File: src/rtl/pu_drain_pkg.sv
// Shared definitions for the PU drain stage.
// Holds the drain FSM state type, the default lane/sample widths shared with the
// MAC processing unit, and the signed saturation limits of a requantized sample.
package pu_drain_pkg;

    localparam int unsigned OUTPUT_WIDTH = 32;
    localparam int unsigned MAC_NUM      = 8;
    localparam int unsigned QOUT_WIDTH   = 8;
    localparam int unsigned SHIFT_WIDTH  = 5;

    // Saturation limits for the default QOUT_WIDTH.
    localparam int QOUT_MAX = (1 << (QOUT_WIDTH - 1)) - 1;
    localparam int QOUT_MIN = -(1 << (QOUT_WIDTH - 1));

    typedef enum logic [0:0] {
        StIdle,
        StDrain
    } drain_state_e;

endpackage

File: src/rtl/pu_drain_if.sv
// Output stream of the drain stage toward the output buffer.
//   data  : signed requantized sample
//   idx   : lane index of data
//   last  : data is the final lane of the pass
//   valid : data/idx/last valid
//   ready : sink accepts when valid && ready
// master = producer (drain stage), slave = consumer (output buffer).
interface pu_drain_if #(
    parameter int unsigned QOUT_WIDTH = 8,
    parameter int unsigned IDX_WIDTH  = 3
);
    logic signed [QOUT_WIDTH-1:0] data;
    logic [IDX_WIDTH-1:0]         idx;
    logic                         last;
    logic                         valid;
    logic                         ready;

    modport master (output data, output idx, output last, output valid, input ready);
    modport slave  (input data, input idx, input last, input valid, output ready);
endinterface

File: src/rtl/pu_drain_requant_sat.sv
// Combinational requantizer for one accumulator lane.
//   acc_i   : signed accumulator
//   shift_i : right-shift amount (0 = pass through)
//   q_o     : rounded, arithmetically shifted, signed-saturated sample
module pu_drain_requant_sat
    import pu_drain_pkg::*;
#(
    parameter int unsigned IN_WIDTH    = OUTPUT_WIDTH,
    parameter int unsigned OUT_WIDTH   = QOUT_WIDTH,
    parameter int unsigned SHIFT_BITS  = SHIFT_WIDTH
) (
    input  logic signed [IN_WIDTH-1:0]  acc_i,
    input  logic [SHIFT_BITS-1:0]       shift_i,
    output logic signed [OUT_WIDTH-1:0] q_o
);

    localparam logic signed [IN_WIDTH:0] SAT_MAX =
        (IN_WIDTH + 1)'((1 << (OUT_WIDTH - 1)) - 1);
    localparam logic signed [IN_WIDTH:0] SAT_MIN = (IN_WIDTH + 1)'(-SAT_MAX - 1);

    // One extra bit of headroom so adding the rounding half cannot wrap.
    logic signed [IN_WIDTH:0] acc_ext;
    logic signed [IN_WIDTH:0] half;
    logic signed [IN_WIDTH:0] rounded;
    logic signed [IN_WIDTH:0] shifted;

    always_comb begin
        acc_ext = {acc_i[IN_WIDTH-1], acc_i};
        half    = '0;
        rounded = acc_ext;
        shifted = acc_ext;
        if (shift_i != '0) begin
            half    = (IN_WIDTH + 1)'(1) << (shift_i - SHIFT_BITS'(1));
            rounded = acc_ext + half;
            shifted = rounded >>> shift_i;
        end

        if (shifted > SAT_MAX) begin
            q_o = SAT_MAX[OUT_WIDTH-1:0];
        end else if (shifted < SAT_MIN) begin
            q_o = SAT_MIN[OUT_WIDTH-1:0];
        end else begin
            q_o = shifted[OUT_WIDTH-1:0];
        end
    end

endmodule

File: src/rtl/pu_drain.sv
// PU drain stage: snapshots all MAC lanes at the end of an accumulation pass,
// pulses a clear back to the PU, then streams requantized lanes one per handshake.
//   clk_i, rst_i  : clock, asynchronous active-high reset
//   acc_i         : packed signed accumulators, lane k at [k*OUTPUT_WIDTH +: OUTPUT_WIDTH]
//   acc_valid_i   : one-cycle pulse, acc_i holds final pass results
//   shift_i       : requant right shift, sampled with acc_valid_i
//   acc_ready_o   : snapshot can be accepted (idle)
//   pu_clear_o    : one-cycle clear pulse to the PU after a snapshot
//   drop_o        : sticky, a snapshot request arrived while busy
//   out_if        : requantized sample stream (master)
module pu_drain
    import pu_drain_pkg::*;
#(
    parameter int unsigned OUTPUT_WIDTH = pu_drain_pkg::OUTPUT_WIDTH,
    parameter int unsigned MAC_NUM      = pu_drain_pkg::MAC_NUM,
    parameter int unsigned QOUT_WIDTH   = pu_drain_pkg::QOUT_WIDTH,
    parameter int unsigned SHIFT_WIDTH  = pu_drain_pkg::SHIFT_WIDTH
) (
    input  logic                            clk_i,
    input  logic                            rst_i,
    input  logic [OUTPUT_WIDTH*MAC_NUM-1:0] acc_i,
    input  logic                            acc_valid_i,
    input  logic [SHIFT_WIDTH-1:0]          shift_i,
    output logic                            acc_ready_o,
    output logic                            pu_clear_o,
    output logic                            drop_o,
    pu_drain_if.master                      out_if
);

    localparam int unsigned IDX_WIDTH = (MAC_NUM > 1) ? $clog2(MAC_NUM) : 1;

    drain_state_e                         state_q, state_d;
    logic [MAC_NUM-1:0][OUTPUT_WIDTH-1:0] snap_q, snap_d;
    logic [SHIFT_WIDTH-1:0]               shift_q, shift_d;
    logic [IDX_WIDTH-1:0]                 cnt_q, cnt_d;
    logic signed [QOUT_WIDTH-1:0]         data_q, data_d;
    logic [IDX_WIDTH-1:0]                 idx_q, idx_d;
    logic                                 last_q, last_d;
    logic                                 valid_q, valid_d;
    logic                                 clear_q, clear_d;
    logic                                 drop_q, drop_d;

    logic signed [QOUT_WIDTH-1:0]         lane_req;

    // Requant of the lane selected by cnt_q feeds the output register directly.
    pu_drain_requant_sat #(
        .IN_WIDTH   (OUTPUT_WIDTH),
        .OUT_WIDTH  (QOUT_WIDTH),
        .SHIFT_BITS (SHIFT_WIDTH)
    ) u_requant (
        .acc_i   (snap_q[cnt_q]),
        .shift_i (shift_q),
        .q_o     (lane_req)
    );

    always_comb begin
        state_d = state_q;
        snap_d  = snap_q;
        shift_d = shift_q;
        cnt_d   = cnt_q;
        data_d  = data_q;
        idx_d   = idx_q;
        last_d  = last_q;
        valid_d = valid_q;
        clear_d = 1'b0;
        drop_d  = drop_q;

        unique case (state_q)
            StIdle: begin
                if (acc_valid_i) begin
                    snap_d  = acc_i;
                    shift_d = shift_i;
                    cnt_d   = '0;
                    clear_d = 1'b1;
                    state_d = StDrain;
                end
            end
            StDrain: begin
                if (acc_valid_i) begin
                    drop_d = 1'b1;
                end
                // Output register is empty or being emptied this cycle.
                if (!valid_q || out_if.ready) begin
                    if (valid_q && last_q) begin
                        valid_d = 1'b0;
                        last_d  = 1'b0;
                        state_d = StIdle;
                    end else begin
                        data_d  = lane_req;
                        idx_d   = cnt_q;
                        last_d  = (cnt_q == IDX_WIDTH'(MAC_NUM - 1));
                        valid_d = 1'b1;
                        cnt_d   = cnt_q + IDX_WIDTH'(1);
                    end
                end
            end
            default: state_d = StIdle;
        endcase
    end

    always_ff @(posedge clk_i or posedge rst_i) begin
        if (rst_i) begin
            state_q <= StIdle;
            snap_q  <= '0;
            shift_q <= '0;
            cnt_q   <= '0;
            data_q  <= '0;
            idx_q   <= '0;
            last_q  <= 1'b0;
            valid_q <= 1'b0;
            clear_q <= 1'b0;
            drop_q  <= 1'b0;
        end else begin
            state_q <= state_d;
            snap_q  <= snap_d;
            shift_q <= shift_d;
            cnt_q   <= cnt_d;
            data_q  <= data_d;
            idx_q   <= idx_d;
            last_q  <= last_d;
            valid_q <= valid_d;
            clear_q <= clear_d;
            drop_q  <= drop_d;
        end
    end

    assign acc_ready_o  = (state_q == StIdle);
    assign pu_clear_o   = clear_q;
    assign drop_o       = drop_q;
    assign out_if.data  = data_q;
    assign out_if.idx   = idx_q;
    assign out_if.last  = last_q;
    assign out_if.valid = valid_q;

endmodule

File: src/flat_wrapper.sv
// flat-port wrapper written by rule: the top's interface ports become plain ports
module pu_drain_flat import pu_drain_pkg::*;
#(
    parameter int unsigned OUTPUT_WIDTH = pu_drain_pkg::OUTPUT_WIDTH,
    parameter int unsigned MAC_NUM      = pu_drain_pkg::MAC_NUM,
    parameter int unsigned QOUT_WIDTH   = pu_drain_pkg::QOUT_WIDTH,
    parameter int unsigned SHIFT_WIDTH  = pu_drain_pkg::SHIFT_WIDTH
)
  (clk_i, rst_i, acc_i, acc_valid_i, shift_i, acc_ready_o, pu_clear_o, drop_o, out_if_data, out_if_idx, out_if_last, out_if_valid, out_if_ready);
  pu_drain_if #(.QOUT_WIDTH(QOUT_WIDTH), .IDX_WIDTH(3)) out_if_i ();
  input  logic clk_i;
  input  logic rst_i;
  input  logic [OUTPUT_WIDTH*MAC_NUM-1:0] acc_i;
  input  logic acc_valid_i;
  input  logic [SHIFT_WIDTH-1:0] shift_i;
  output logic acc_ready_o;
  output logic pu_clear_o;
  output logic drop_o;
  output wire logic [$bits(out_if_i.data)-1:0] out_if_data;
  output wire logic [$bits(out_if_i.idx)-1:0] out_if_idx;
  output wire logic [$bits(out_if_i.last)-1:0] out_if_last;
  output wire logic [$bits(out_if_i.valid)-1:0] out_if_valid;
  input wire logic [$bits(out_if_i.ready)-1:0] out_if_ready;
  assign out_if_data = out_if_i.data;
  assign out_if_idx = out_if_i.idx;
  assign out_if_last = out_if_i.last;
  assign out_if_valid = out_if_i.valid;
  assign out_if_i.ready = out_if_ready;
  pu_drain #(.OUTPUT_WIDTH(OUTPUT_WIDTH), .MAC_NUM(MAC_NUM), .QOUT_WIDTH(QOUT_WIDTH), .SHIFT_WIDTH(SHIFT_WIDTH)) u_core (.clk_i(clk_i), .rst_i(rst_i), .acc_i(acc_i), .acc_valid_i(acc_valid_i), .shift_i(shift_i), .acc_ready_o(acc_ready_o), .pu_clear_o(pu_clear_o), .drop_o(drop_o), .out_if(out_if_i));
endmodule
File: config.mk
export PLATFORM = sky130hd
export DESIGN_NAME = pu_drain_flat
export DESIGN_NICKNAME = d
export VERILOG_FILES = /design/src/rtl/pu_drain_pkg.sv /design/src/rtl/pu_drain_if.sv /design/src/rtl/pu_drain_requant_sat.sv /design/src/rtl/pu_drain.sv /design/src/flat_wrapper.sv
export SDC_FILE = /design/constraint.sdc
export NUM_CORES = 1
export LEC_CHECK = 0
export ABC_AREA = 0
export CORE_ASPECT_RATIO = 0.75
export CORE_UTILIZATION = 50
export CTS_CLUSTER_DIAMETER = 150
export DETAILED_ROUTE_END_ITERATION = 8
export GPL_TIMING_DRIVEN = 0
export PLACE_DENSITY = 0.8
export SETUP_SLACK_MARGIN = 0.2
export SLEW_MARGIN = 40
export SYNTH_ARGS = -nofsm -noshare
export SYNTH_HDL_FRONTEND = slang
export SYNTH_HIERARCHICAL = 1
export SYNTH_SLANG_ARGS = --single-unit
export TNS_END_PERCENT = 20
File: constraint.sdc
create_clock -name clk_i -period 10.6 [get_ports clk_i]
set_input_delay 2.65 -clock clk_i [delete_from_list [all_inputs] [get_ports clk_i]]
set_output_delay 2.65 -clock clk_i [all_outputs]
set_load 0.1 [all_outputs]
==> flow_summary.yaml <==
outcome:
  outcome: "finished, final reports clean"
worst_setup_path:
  rr_endpoint: "u_core/out_if.data[4]"
  worst_path_max_delay_cell: "o41ai_4"
  path_class: "reg2reg"
  cp_max_fo: 10
  cp.arrival_ns: 9.59
  rr_worst_depth: 22
  crit_chain: "inv_1 > clkbuf_1 > clkbuf_1 > clkbuf_1 > clkbuf_1 > nor3_1 > ha_1 > buf_2 > nand2_1 > nor3_1 > a22oi_1 > nand3_1 > xor2_1 > o22ai_1 > a211o_1 > o211ai_1 > nand4_1 > nor4_1 > nand3_1 > o41ai_4 > a31o_1 > mux2_2"
  reg2reg_slack_ns: 1.49
  crit_required_ns: 11.08
  end_kind: "flop"
  r2r_start: "u_core/shift_q[0]"
  cp_common_cell: "clkbuf_1"
  start_kind: "flop"
  slowest_delay_ns: 0.81
logic_synthesis:
  yosysSeqAreaShare_pct: 38.7
  async_reset_ff_share_pct: 100
  synth_edf_count: 0
  yosysWarnings: 6
  synthesis.nets: 2461
  synth.avg_cell_area_um2: 8.38
  yosysUniqueCellTypes: 94
  synth-main-ff-cell: "dfrtp_1"
  syn_inst: 2161
  syn_area_um2: 18100
  ys_seq_elements: 280
min_path:
  holdPathStages: 2
  min_to: "u_core/snap_q[154]"
  hp-start: "u_core/snap_q[154]"
  min_path_type: "reg2reg"
layout:
  drive_gt1_share_pct: 12.4
  final_area_um2: 22600
  area_delta_synth_final_pct: 25.1
  final_common_cell: "nand2_1"
  final_cell_mix: "nand2_1 (895), dfrtp_1 (280), clkdlybuf4s50_1 (264)"
  fin_cells: 2960
  num-nets-final: 2778
  fin_util_pct: 64.4
  multi_input_area_um2: 10300
  n_fill_cell: 2759
  layout.area.seq_um2: 7010
timing:
  tightest_slew_ns: 0.923
  clock_skew_ns: 0.0108
  fmax_mhz: 110
  setup_viol: 0
  slew_viol_final: 0
  slew-limit-headroom_pct: 38.2
  hold_viol: 0
  rsz0062_at_grt: "false"
  fin_crit_sh_pct: 85.9
  fin_crit_ns: 9.11
floorplan:
  die_y_um: 167
  num_rows: 59
  initial_core_util_pct: 51.5
  num_io_pins: 281
  dieArea_um2: 37000
  coreArea_um2: 35100
  dieWidth_um: 222
routing:
  drcViolationCount: 0
  vias: 20000
  drt_pass1_iterations: 7
  postRouteAntennaNets: 0
  wl_per_cell_um: 28.9
  drtIter0Drc: 3267
  routed_wl_um: 85600
  routed_via_density: 6.77
global_route:
  grt_max_degree: 87
  grt_overflow_total: 0
  grt_antenna_before_repair: 7
  grt_util_all_layers_pct: 45.7
  grt_pass1_wl_um: 124000
  grt_pass1_vias: 19300
power:
  design_power_total_w: 0.00935
  p_int_w: 0.00432
  pwr_density_cell_nw_per_um2: 413
  switchingPower_w: 0.00503
  power.share.combinational_pct: 67.8
  cellLeakagePower_nw: 10.5
  clkPwrFrac_pct: 12.2
  power_switching_share_pct: 53.8
  power_frac_seq_pct: 20.0
  irDropWorstVdd_mv: 0.289
place:
  place_congestion: 1.13
  hpwl_um: 66000
  dpl_cell_area_um2: 21600
  dp_cells: 2905
  port_buffers: 280
clock_tree:
  cts_buffers: 27
  post-cts-setup-buffer-count: 0
  ctsResizeCount: 0
  cts-root-buf: "clkbuf_16"
  cts_hold_buffers: 0
  cts_tree: "done"
  ctsLongestPathBuffers: 3
  clkLatencyLatePin_ns: 0.55
  htreeDepth: 1
  clkTransAtPathRegs_ns: 0.06
  clock_sinks: 280
flow_run:
  drv_cap: 0
[registers in the layout, summed over array words and instances (netlist names)]
register             count
u_core/snap_q          256
u_core/out_if.valid      1
u_core/state_q           1
u_core/out_if.data       8
u_core/out_if.last       1
u_core/out_if.idx        3
u_core/pu_clear_o        1
u_core/shift_q           5
u_core/drop_o            1
u_core/cnt_q             3
[synth_stat cells, drive strengths merged, types with 10 or more instances]
master  number  share of area, %
dfrtp      280                39
o21a        17              0.70
a21oi       80               2.4
mux4        69               8.7
nand4       28              0.97
nand3       20              0.55
ha          34               2.3
a211oi      31               1.4
inv         22              0.46
nand2b      10              0.35
nor2       121               2.5
a21o        16              0.66
nand2      897                19
clkbuf      71               1.9
mux2i       15              0.83
buf         72               2.4
o21ai       77               2.2
o211ai      21              0.95
xnor2       12              0.62
o221ai      14              0.68
nor3        35              0.97
xor2        13              0.63
mux2        47               2.9
o22ai       10              0.35
a221oi      13              0.83
[cell type report]
class | count | area share [%]
Antenna cell | 5 | 0.0553
Buffer | 143 | 3.45
Clock buffer | 34 | 3.37
Clock inverter | 15 | 1.29
Inverter | 22 | 0.398
Multi-Input combinational cell | 1716 | 45.4
Sequential cell | 280 | 30.9
Tap cell | 457 | 2.53
Timing Repair Buffer | 288 | 12.5
[power by group through the flow]
stage | sequential, W | combinational, W | clock (W)
6_report | 0.00187 | 0.00634 | 0.00114
5_1_grt | 0.00190 | 0.00648 | 0.00119
4_1_cts | 0.00184 | 0.00595 | 0.00114
3_5_place_dp | 0.00184 | 0.00589 | 0
3_3_place_gp | 0.00181 | 0.00583 | 0
2_1_floorplan | 0.00190 | 0.00367 | 0
[how the worst max path moves through the flow]
stage | start | endpoint | depth (start not counted)
after CTS | u_core/shift_q[0] | u_core/out_if.data[4] | 22
after global placement | rst_i | u_core/snap_q[216] | 2
after detailed placement | u_core/shift_q[0] | u_core/out_if.data[4] | 22
final | u_core/shift_q[0] | u_core/out_if.data[4] | 22
after global routing | u_core/shift_q[0] | u_core/out_if.data[4] | 22
after floorplan | rst_i | u_core/cnt_q[0] | 1
[per-stage QoR]
step / TNS (ns) / hold slack, ns / worst slack (ns)
finish: 0 / 0.474 / 1.49
global route: 0 / 0.486 / 1.59
CTS: 0 / 0.474 / 2.19
detailed placement: 0 / 0.458 / 2.24
global placement: -737.11 / 0.441 / -2.67
floorplan: 0 / 0.437 / 0.228
[routing by layer]
metal	vias up	part of all wire, %	track usage, %
met3	321	17	18.6
met1	9702	39	64.1
met5	-	0.0082	0
met4	2	4.7	18.2
li1	8130	-	-
met2	1883	39	62.4
[kinds of logic after synthesis]
family,share of synthesized area [%]
simple gates,26.0
fa+ha+maj,2.46
mux,12.4
flops,38.7
buf+inv,4.76
compound gates,14.4
xor+xnor,1.25
[worst max-delay path, delay by kind of cell (launching register included)]
kind,cells,cell delay (ns)
compound gates,6,2.58
mux,1,0.14
flops,1,0.47
buf+inv,6,3.00
xor+xnor,1,0.73
simple gates,7,1.71
fa+ha+maj,1,0.36
(Power assumes the default switching activity.)
